**src/rtl/ibex_fetch_fifo_pkg.sv**
```systemverilog
// ============================================================================
// Module      : ibex_fetch_fifo_pkg
// Description : Shared types and helpers for the instruction fetch FIFO.
// Revision    : 1.0 - initial release
// ============================================================================
`default_nettype none

package ibex_fetch_fifo_pkg;

  localparam int unsigned FETCH_FIFO_HALF_W = 16;

  typedef struct packed {
    logic [31:0] rdata;
    logic        err;
  } fetch_fifo_entry_t;

  // A halfword opens a 16-bit instruction unless its two low bits are both set.
  function automatic logic is_compressed(input logic [FETCH_FIFO_HALF_W-1:0] h);
    return h[1:0] != 2'b11;
  endfunction

endpackage

`default_nettype wire

```
**src/rtl/ibex_fetch_fifo_align.sv**
```systemverilog
// ============================================================================
// Module      : ibex_fetch_fifo_align
// Description : Combinational realignment of the two oldest fetch words into
//               one instruction with error attribution.
// Revision    : 1.0 - initial release
// ============================================================================
`default_nettype none

module ibex_fetch_fifo_align
  import ibex_fetch_fifo_pkg::*;
(
  input  fetch_fifo_entry_t i_entry0,
  input  fetch_fifo_entry_t i_entry1,
  input  logic              i_valid0,
  input  logic              i_valid1,
  input  logic              i_addr_bit1,
  output logic [31:0]       o_instr,
  output logic              o_valid,
  output logic              o_err,
  output logic              o_err_plus2,
  output logic              o_is_compressed,
  output logic              o_pop
);

  logic [FETCH_FIFO_HALF_W-1:0] w_lower;
  logic [FETCH_FIFO_HALF_W-1:0] w_unused_hi;
  logic                         w_err;

  assign w_lower     = i_entry0.rdata[31:16];
  assign w_unused_hi = i_entry1.rdata[31:16];

  always_comb begin
    o_instr         = i_entry0.rdata;
    o_valid         = 1'b0;
    w_err           = 1'b0;
    o_err_plus2     = 1'b0;
    o_is_compressed = 1'b0;
    o_pop           = 1'b0;

    if (!i_addr_bit1) begin
      o_is_compressed = is_compressed(i_entry0.rdata[15:0]);
      o_valid         = i_valid0;
      w_err           = i_entry0.err;
      o_pop           = !o_is_compressed;
    end else begin
      o_instr         = {i_entry1.rdata[15:0], w_lower};
      o_is_compressed = is_compressed(w_lower);
      o_pop           = 1'b1;
      if (o_is_compressed) begin
        o_valid = i_valid0;
        w_err   = i_entry0.err;
      end else begin
        // A faulting first half is reported without waiting for the second word.
        o_valid     = i_valid0 & (i_valid1 | i_entry0.err);
        w_err       = i_entry0.err | (i_valid1 & i_entry1.err);
        o_err_plus2 = i_valid1 & i_entry1.err & ~i_entry0.err;
      end
    end
  end

  assign o_err = o_valid & w_err;

endmodule

`default_nettype wire

```
**src/rtl/ibex_fetch_fifo.sv**
```systemverilog
// ============================================================================
// Module      : ibex_fetch_fifo
// Description : Word-wide fetch FIFO presenting realigned instructions.
//               Optional zero-latency path: IBEX_FETCH_FIFO_BYPASS_EN.
// Revision    : 1.0 - initial release
// ============================================================================
`default_nettype none

module ibex_fetch_fifo
  import ibex_fetch_fifo_pkg::*;
#(
  parameter int unsigned NUM_REQS = 2
) (
  input  logic                clk_i,
  input  logic                rst_ni,
  input  logic                clear_i,
  output logic [NUM_REQS-1:0] busy_o,
  input  logic                in_valid_i,
  input  logic [31:0]         in_addr_i,
  input  logic [31:0]         in_rdata_i,
  input  logic                in_err_i,
  output logic                out_valid_o,
  input  logic                out_ready_i,
  output logic [31:0]         out_addr_o,
  output logic [31:0]         out_rdata_o,
  output logic                out_err_o,
  output logic                out_err_plus2_o
);

  localparam int unsigned DEPTH = NUM_REQS + 1;

  fetch_fifo_entry_t [DEPTH-1:0] r_entries;
  logic              [DEPTH-1:0] r_valid;
  logic              [31:1]      r_addr;

  fetch_fifo_entry_t             w_in_entry;
  fetch_fifo_entry_t [DEPTH:0]   w_ext;
  fetch_fifo_entry_t [DEPTH:0]   w_m_entry;
  logic              [DEPTH:0]   w_m_valid;
  logic              [DEPTH:0]   w_occ_prev;
  logic              [DEPTH:0]   w_occ_cur;
  fetch_fifo_entry_t [DEPTH-1:0] w_entries_n;
  logic              [DEPTH-1:0] w_valid_n;

  fetch_fifo_entry_t w_view0;
  logic              w_view_v0;
  logic              w_push;
  logic              w_out_valid;
  logic              w_is_compressed;
  logic              w_pop;
  logic              w_fire;
  logic              w_do_pop;
  logic              w_unused_addr0;

  assign w_in_entry     = '{rdata: in_rdata_i, err: in_err_i};
  assign w_push         = in_valid_i & ~clear_i;
  assign w_unused_addr0 = in_addr_i[0];

`ifdef IBEX_FETCH_FIFO_BYPASS_EN
  logic w_bypass;
  assign w_bypass  = ~r_valid[0] & w_push;
  assign w_view0   = w_bypass ? w_in_entry : r_entries[0];
  assign w_view_v0 = r_valid[0] | w_bypass;
`else
  assign w_view0   = r_entries[0];
  assign w_view_v0 = r_valid[0];
`endif

  ibex_fetch_fifo_align u_align (
    .i_entry0        (w_view0),
    .i_entry1        (r_entries[1]),
    .i_valid0        (w_view_v0),
    .i_valid1        (r_valid[1]),
    .i_addr_bit1     (r_addr[1]),
    .o_instr         (out_rdata_o),
    .o_valid         (w_out_valid),
    .o_err           (out_err_o),
    .o_err_plus2     (out_err_plus2_o),
    .o_is_compressed (w_is_compressed),
    .o_pop           (w_pop)
  );

  assign w_fire   = w_out_valid & out_ready_i;
  assign w_do_pop = w_fire & w_pop;

  // The push lands in a DEPTH+1 scratch array first, so a full FIFO that pops
  // and pushes in the same cycle still keeps the new word after the shift.
  always_comb begin
    w_ext             = '0;
    w_ext[DEPTH-1:0]  = r_entries;
    w_occ_prev        = {r_valid, 1'b1};
    w_occ_cur         = {1'b0, r_valid};
    w_m_entry         = w_ext;
    w_m_valid         = w_occ_cur;
    for (int i = 0; i <= DEPTH; i++) begin
      if (w_push && w_occ_prev[i] && !w_occ_cur[i]) begin
        w_m_entry[i] = w_in_entry;
        w_m_valid[i] = 1'b1;
      end
    end
    w_entries_n = w_do_pop ? w_m_entry[DEPTH:1] : w_m_entry[DEPTH-1:0];
    w_valid_n   = w_do_pop ? w_m_valid[DEPTH:1] : w_m_valid[DEPTH-1:0];
  end

  always_ff @(posedge clk_i or negedge rst_ni) begin
    if (!rst_ni) begin
      r_entries <= '0;
      r_valid   <= '0;
      r_addr    <= '0;
    end else if (clear_i) begin
      r_valid   <= '0;
      r_addr    <= in_addr_i[31:1];
    end else begin
      r_entries <= w_entries_n;
      r_valid   <= w_valid_n;
      if (w_fire) begin
        r_addr <= r_addr + (w_is_compressed ? 31'd1 : 31'd2);
      end
    end
  end

  assign out_valid_o = w_out_valid;
  assign out_addr_o  = {r_addr, 1'b0};

  for (genvar i = 0; i < NUM_REQS; i++) begin : g_busy
    assign busy_o[i] = r_valid[i+1];
  end

endmodule

`default_nettype wire

```
**config.mk**
```make
export PLATFORM = sky130hd
export DESIGN_NAME = ibex_fetch_fifo
export DESIGN_NICKNAME = d
export VERILOG_FILES = /design/src/rtl/ibex_fetch_fifo_pkg.sv /design/src/rtl/ibex_fetch_fifo_align.sv /design/src/rtl/ibex_fetch_fifo.sv
export SDC_FILE = /design/constraint.sdc
export NUM_CORES = 1
export LEC_CHECK = 0
export ABC_CLOCK_PERIOD_IN_PS = 3900
export CAP_MARGIN = 30
export CELL_PAD_IN_SITES_DETAIL_PLACEMENT = 1
export CELL_PAD_IN_SITES_GLOBAL_PLACEMENT = 2
export CORE_MARGIN = 5
export CORE_UTILIZATION = 33
export CTS_CLUSTER_SIZE = 20
export DETAILED_ROUTE_END_ITERATION = 8
export GPL_ROUTABILITY_DRIVEN = 0
export MAX_ROUTING_LAYER = met4
export PLACE_DENSITY = 0.82
export SLEW_MARGIN = 20
export SYNTH_ARGS = -nofsm -noshare
export SYNTH_HDL_FRONTEND = slang
export SYNTH_SLANG_ARGS = --single-unit
```
**constraint.sdc**
```tcl
create_clock -name clk_i -period 3.9 [get_ports clk_i]
set_clock_uncertainty 0.2 [all_clocks]
set_input_delay 0.78 -clock clk_i [delete_from_list [all_inputs] [get_ports clk_i]]
set_output_delay 0.78 -clock clk_i [all_outputs]
set_load 0.005 [all_outputs]
```
==> Word-level counts from Yosys, hierarchy flattened <==
Index checks and enable logic that the tools add are counted.
{ "op_classes": {"add_sub_neg": 1, "multipliers": 0, "n_div": 0, "magnitude_cmp": 0, "n_eq_ne": 2, "n_shift": 0, "mux": 23, "bitwise_logic": 11, "reduce_logical": 14} }
{ "ops": {"columns": ["cell", "n"], "rows": [
  ["two-way mux 33 bit", 4],
  ["two-way mux 99 bit", 1],
  ["two-way mux 31 bit", 2],
  ["two-way mux 32 bit", 1],
  ["adder 31 x 2 -> 31 bit", 1],
  ["two-way mux 1 bit", 12],
  ["bitwise AND 1 bit", 7],
  ["logical AND 1 bit", 6],
  ["two-way mux 3 bit", 2],
  ["logical NOT 1 bit", 4],
  ["inequality test 2 bit, second input constant", 2],
  ["nonzero test 2 bit", 2],
  ["nonzero test 3 bit", 1],
  ["two-way mux 2 bit", 1],
  ["inverter 1 bit", 2],
  ["OR 1 bit", 2],
  ["AND reduction 2 bit", 1]
]} }
{ "word_totals": {"ff_bits": 133, "latchBits": 0, "ramBits": 0, "mem_bits_ro": 0, "out_inout_bits": 69, "mem_count": 0} }

==> Depth between registers and ports, before layout <==
Gate-level depths: netlist of run 1.
{ "depth": {"ltp_word": 8, "depth_mapped": 9, "mapped_depth_nobuf": 9} }

==> Modules after synthesis <==
From an unflattened synthesis of run 1, not the netlist that was laid out.
{ "unflattened": {"cells_unflattened": 669, "area_unflattened_um2": 7164.4} }
{ "modules_own_cells": {"columns": ["module", "n_inst", "cells_per_inst", "area_each_um2", "seq_area_each_um2"], "rows": [
  ["ibex_fetch_fifo", 1, 623, 6578.8, 3328.2],
  ["ibex_fetch_fifo_align", 1, 46, 585.6, 0.0]
]} }

==> Least setup slack after synthesis of run 1 <==
OpenSTA, ideal clock, no wires.
{ "synth_path": {"kind": "register to register", "from": "register r_addr[1] (netlist name)", "to": "register r_addr[31] (netlist name)", "setup_ns": 0.082, "arrival_time_ns": 2.752, "required_time_ns": 3.618, "slack_ns": 0.867, "path_stages_with_launch": 10, "n_path_buf": 1, "path_cell_list": "dfrtp_1 -> clkbuf_1 -> nand2_1 -> nand2b_1 -> fa_1 -> nand4b_1 -> or2_2 -> or4_4 -> or3_1 -> a31oi_1"} }
{ "synth_via": {"elab_chain_cells": 5, "elab_cells_between_ends": 8, "cone_classes": "1 x add/sub; 5 x mux; 1 x bitwise; 1 x reduce/logical"} }
{ "synth_lines": {"columns": ["element", "line", "rtl"], "rows": [
  ["from (decl)", "ibex_fetch_fifo.sv:34", "logic [31:1] r_addr;"],
  ["from (signal assigned)", "ibex_fetch_fifo.sv:112", "r_addr <= in_addr_i[31:1];"],
  ["from (signal assigned)", "ibex_fetch_fifo.sv:117", "r_addr <= r_addr + (w_is_compressed ? 31'd1 : 31'd2);"],
  ["two-way mux 1 bit", "ibex_fetch_fifo_align.sv:40", "if (!i_addr_bit1) begin"],
  ["two-way mux 2 bit", "ibex_fetch_fifo.sv:117", null],
  ["adder 31 x 2 -> 31 bit", "ibex_fetch_fifo.sv:117", null],
  ["two-way mux 31 bit", "ibex_fetch_fifo.sv:116", "if (w_fire) begin"],
  ["two-way mux 31 bit", "ibex_fetch_fifo.sv:110", "end else if (clear_i) begin"]
]} }
Parallel ways exist; a longest one is shown, timed or not. The select of a mux whose other input is x is not followed.
A chain may end at the register's enable or synchronous reset.

==> Worst setup path in the final report of run 1 <==
{ "layout_path": {"from": "register r_addr[1] (netlist name)", "to": "output port out_valid_o"} }
{ "layout_via": {"elab_chain_cells": 1} }
{ "layout_lines": {"columns": ["element", "line", "rtl"], "rows": [
  ["two-way mux 1 bit", "ibex_fetch_fifo_align.sv:40", null],
  ["to (decl)", "ibex_fetch_fifo.sv:22", "output logic out_valid_o,"]
]} }
Every way passes these cells.

==> run metrics, run 1 <==
outcome completed; fin. max-slew vios 0; Congestion Overflow GR 0; Setup Total Neg Slack 0 ns; crit-path max FO 35; Worst-path clk slew approximately 0.06 ns; CTS max path bufs 2; commonest non-fill, non-tap cell in the layout clkdlybuf4s50_1; number of distinct library cells after synthesis 49; count of hold-fix buffers inserted at cts 0; PortBufs 136; antenna violations before repair 0; FF+latch count, synth 133; Max VDD drop approximately 350 uV; clock buffer count from CTS 17; Synth Flop Type dfrtp_1; crit path max-delay cell type clkdlybuf4s50_1; Post CTS Setup Buffer Count 0; Setup Viol. Count Final 0; # DRC 0; number of nets with antenna violations after routing 0; Max Cap Violations 0; Slew @ Worst Pin 0.813 ns; crit end category output port; Worst path max stage delay 0.44 ns; largest net degree at the start of global routing 85; relative slew slack 0.458; Worst Path Arrival 2.42 ns; HP Class primary input to async pin; Die Footprint 22900 sq um; CTS sink count between 100 and 150; share of cells above drive strength 1 0.133; Routed wire per std cell 20.0 um; CTS resizes 0; Cell Pwr Density 601 nW/um^2; CP Launch Type flip-flop; Worst R2R Path Depth 9; yosys warns 0; chip height 151 um; CP bufs+invs 2; critical path data required time 2.92 ns; dpl hpwl 13600 um; n_diodes 0; CTS tree built; # IOs ~140; Post-Layout Cell Count 1022; worst-skew pair later-pin latency 0.42 ns; RSZ-0062 raised after global routing no; delay-heaviest family, CP buffers and inverters; Final Hold Viols 0; Reg2Reg Setup Slack 0.54 ns; Multi-input gate area 3110 sq um; die width approximately 150 um; area delta synth->final 35.5%; GRT Util Overall 0.190; fin nets 816; Final Cycle Share 0.872; fmax between 200 and 300 MHz; vias in the first global route about 6000; drt total wl 20400 um; synthesized net count around 690; Root Buffer Master clkbuf_16; DR vias about 5500; Seq/Total Area, Yosys 0.505; Pleak 3.66 nW; CP Cell Sequence buf_4 > and3_1 > nand2_1 > and2_1 > clkdlybuf4s50_1; Cells after Synth 617; Post-synth EDFFs 0; Mapped Area 6590 sq um; Filler Cells Inserted 2195; vias per inst 5.38; CP Class flip-flop to output port; Initial DRT Pass Iterations 4; num rows 51; Register Area about 3300 sq um; Starting Density 0.337; commonest cells after routing, fill and taps aside 135 x clkdlybuf4s50_1, 132 x dfrtp_1, 46 x nor2_1, 41 x nand2_1, 39 x a21oi_1; initial drt markers around 230; first-pass GRT wire length 33100 um; CTS H-Tree Depth 4; Tmin final approximately 3.4 ns; Syn Area/Cell 10.7 sq um; Placed Cells ~1000; FFs w/ async S/R, synth 1.00; CORE AREA 19600 sq um; final core occ 0.456; cell depth of the worst setup path 5
[registers in the layout, indices dropped and copies added (netlist names)]
signal and flops:
r_addr 31, r_valid 3, r_entries 99
[through the flow]
step                      instance area (sq um)  hold WS [ns]  setup WS (ns)  total power (W)
final                                      8930         0.194          0.501          0.00537
after global routing                       8930         0.261          0.333          0.00567
after CTS                                  8930         0.239          0.455          0.00543
after detailed placement                   8310         0.294          0.372          0.00368
after global placement                     8310         0.288          0.374          0.00358
after floorplan                            6590         0.274          0.867          0.00293
[power by group]
| group | total, W | switching (W) | internal [W] |
|---|---|---|---|
| sequential | 0.00213 | 0.000333 | 0.00180 |
| combinational | 0.00152 | 0.000604 | 0.000913 |
| clock | 0.00172 | 0.000678 | 0.00104 |
| total | 0.00537 | 0.00162 | 0.00376 |
[logic make-up after synthesis]
kind of cell / after synthesis / synth area share
AND/OR/NAND/NOR: 152 / 0.111
XOR/XNOR: 23 / 0.0306
other: 1 / 0.000569
buffers and inverters: 50 / 0.0306
AO/OA/AOI/OAI: 186 / 0.204
multiplexers: 70 / 0.113
flip-flops: 133 / 0.505
adder cells (fa/ha/maj): 2 / 0.00493
[synthesized netlist by cell type (15+ instances only)]
library cell | count | area [sq um]
a21oi_1 | 41 | 205
nor2_1 | 46 | 173
a22o_1 | 33 | 289
o21a_1 | 34 | 255
mux2_2 | 37 | 417
mux2i_1 | 33 | 330
nand2_1 | 42 | 158
o32a_1 | 33 | 330
clkbuf_1 | 29 | 109
dfrtp_1 | 133 | 3330
xnor2_1 | 15 | 131
o21ai_0 | 24 | 120
[per-layer routing]
metal,vias up,GRT usage,routed length [um]
met4,0,0.0394,178
met2,133,0.324,10300
met1,2788,0.230,8940
met3,17,0.0434,1030
li1,2556,-,-
met5,-,-,0
[path summary, 6_finish.rpt]
kind / start / endpoint
setup / recovery: r_addr[1]$_DFFE_PN0P_ / out_valid_o
hold / removal: rst_ni / r_addr[28]$_DFFE_PN0P_
setup reg to reg: r_entries[18]$_DFFE_PN0P_ / r_addr[31]$_DFFE_PN0P_
hold reg to reg: r_entries[66]$_DFFE_PN0N_ / r_entries[66]$_DFFE_PN0N_
max in group asynchronous: rst_ni / r_entries[11]$_DFFE_PN0P_
min in group clk_i: r_entries[66]$_DFFE_PN0N_ / r_entries[66]$_DFFE_PN0N_
[layout make-up]
class / instances / area share
clock buffers: 18 / 0.0492
inverters: 4 / 0.00168
well taps: 265 / 0.0371
clock inverters: 14 / 0.0210
repair buffers: 154 / 0.170
flip-flops and latches: 133 / 0.373
multi-input cells: 434 / 0.348
No activity file was read; power rests on OpenSTA's default activity.
==> inputs of run 2 (changes only) <==
CELL_PAD_IN_SITES_DETAIL_PLACEMENT = default   (was 1)
CELL_PAD_IN_SITES_GLOBAL_PLACEMENT = default   (was 2)
CORE_UTILIZATION = 51   (was 33)
PLACE_DENSITY = 0.81   (was 0.82)
SLEW_MARGIN = 0   (was 20)
==> run 2 against run 1 <==
Sequential power hardly changed; core utilization is 24 points higher; routed wire length is 12% lower; die area is 33% lower; first-iteration DRC count is 130% higher; worst hold slack worse by 0.12 ns; non-clock buffer count is 2 higher; power is 0.98% lower.
==> run metrics, run 2 (synthesized netlist as in run 1, its figures left out) <==
outcome completed; antenna violations before repair 1; commonest cells after routing, fill and taps aside 135 x clkdlybuf4s50_1, 133 x dfrtp_1, 46 x nor2_1, 41 x nand2_1, 39 x a21oi_1; CP Cell Sequence buf_4 > and3_1 > nand2_1 > and2_1 > clkdlybuf4s50_1; Max Cap Violations 0; clock buffer count from CTS 17; crit path max-delay cell type buf_4; CORE AREA ~13000 sq um; fin. max-slew vios 0; Post CTS Setup Buffer Count 0; # DRC 0; crit-path max FO 36; fin nets 818; Cell Pwr Density about 600 nW/um^2; CTS max path bufs 2; dpl hpwl 11800 um; CP Launch Type flip-flop; # IOs about 140; fmax 291 MHz; max reg flops 99; Reg2Reg Setup Slack 0.61 ns; RSZ-0062 raised after global routing no; met1 usage 0.306; CP bufs+invs 2; Pleak around 3.7 nW; worst-skew pair later-pin latency between 0.4 and 0.5 ns; Worst R2R Path Depth 9; Biggest register r_entries; Final Hold Viols 0; Congestion Overflow GR 0; relative slew slack 0.527; Tmin final roughly 3.4 ns; Setup Total Neg Slack 0 ns; vias in the first global route between 5000 and 6000; vias per inst around 6.1; Final Cycle Share 0.882; Root Buffer Master clkbuf_16; count of hold-fix buffers inserted at cts 0; num rows 41; CTS sink count 133; Crit. Startpoint r_addr[1]$_DFFE_PN0P_; initial drt markers 533; Die Footprint between 15000 and 20000 sq um; delay-heaviest family, CP buffers and inverters; fin worst setup slack between 0.4 and 0.5 ns; Crit Reg-Reg Startpoint r_entries[17]$_DFFE_PN0P_; r2r endpoint r_addr[31]$_DFFE_PN0P_; PortBufs 136; HP Class primary input to async pin; Slew @ Worst Pin 0.703 ns; CTS resizes 0; routing usage on met2 0.405; first-pass GRT wire length 29000 um; M3 GR Usage 0.0513; Setup Viol. Count Final 0; CP Class flip-flop to output port; CTS tree built; crit end category output port; number of nets with antenna violations after routing 0; Routed wire per std cell 19.2 um; critical path data required time 2.92 ns; CP endpoint out_valid_o; Filler Cells Inserted 931; GRT Util Overall 0.248; chip height around 120 um; DR vias 5646; Initial DRT Pass Iterations 5; largest net degree at the start of global routing 72; Worst path max stage delay 0.45 ns; Setup WS pre-CTS 0.414 ns; CTS H-Tree Depth 4; Worst-path clk slew 0.06 ns; Starting Density 0.520; Worst Path Arrival 2.46 ns; final core occ 0.695; GR peak layer met2; area delta synth->final 33.5%; drt total wl 17900 um; cell depth of the worst setup path 5; share of cells above drive strength 1 0.134; Max VDD drop about 380 uV; commonest non-fill, non-tap cell in the layout clkdlybuf4s50_1; Regs by FF count r_entries x99, r_addr x31, r_valid x3; die width around 120 um
## run 2: worst reg2reg max path, stage by stage (launching register included)
cell	delay (ns)
dfrtp_1	0.42
nand2_1	0.13
nand2_1	0.13
nand2b_1	0.11
fa_1	0.47
nand4b_1	0.30
or2_2	0.38
or4_4	0.53
or3_1	0.36
a31oi_1	0.17
## run 2: area by class of cell
cell class / count / area (sq um) / share of cell area
clock buffer: 18 / 439 / 0.0499
antenna: 1 / 2.50 / 0.000284
inverter: 4 / 15.0 / 0.00171
clock inverter: 14 / 188 / 0.0213
sequential: 133 / 3330 / 0.378
multi-input combinational: 434 / 3090 / 0.351
timing repair buffer: 156 / 1520 / 0.173
tap: 172 / 215 / 0.0245
## run 2: through the flow
step | instances | area [sq um] | total power [W] | hold slack [ns]
finish | 932 | 8800 | 0.00532 | 0.0786
global route | 932 | 8800 | 0.00559 | 0.0947
CTS | 931 | 8800 | 0.00533 | 0.0784
detailed placement | 899 | 8170 | 0.00362 | 0.293
global placement | 899 | 8170 | 0.00354 | 0.288
floorplan | 617 | 6590 | 0.00293 | 0.274
## run 2: worst min-delay path by stage
stage                                      endpoint  slack, ns  cells past startpoint                       from
final                        r_addr[22]$_DFFE_PN0P_       0.08                      1                     rst_ni
after global routing         r_addr[31]$_DFFE_PN0P_       0.09                      1                     rst_ni
after CTS                    r_addr[22]$_DFFE_PN0P_       0.08                      1                     rst_ni
after detailed placement  r_entries[90]$_DFFE_PN0N_       0.29                      1  r_entries[90]$_DFFE_PN0N_
after global placement    r_entries[88]$_DFFE_PN0N_       0.29                      1  r_entries[88]$_DFFE_PN0N_
after floorplan           r_entries[66]$_DFFE_PN0N_       0.27                      1  r_entries[66]$_DFFE_PN0N_
## run 2: metal layers
layer,vias up,wire [um]
met3,29,1090
met1,2813,7540
li1,2556,-
met4,0,370
met5,-,0
met2,248,8910
## run 2: report_power, final
part	internal [W]	leakage (nW)	switching, W
combinational	0.000911	1.77	0.000594
sequential	0.00180	1.59	0.000320
clock	0.00104	0.305	0.000651
total	0.00375	3.67	0.00157
==> inputs of run 3 (changes only) <==
CAP_MARGIN = 10   (was 30)
==> results of run 3 <==
No change in the layout: final DEF, timing and power equal those of run 2.
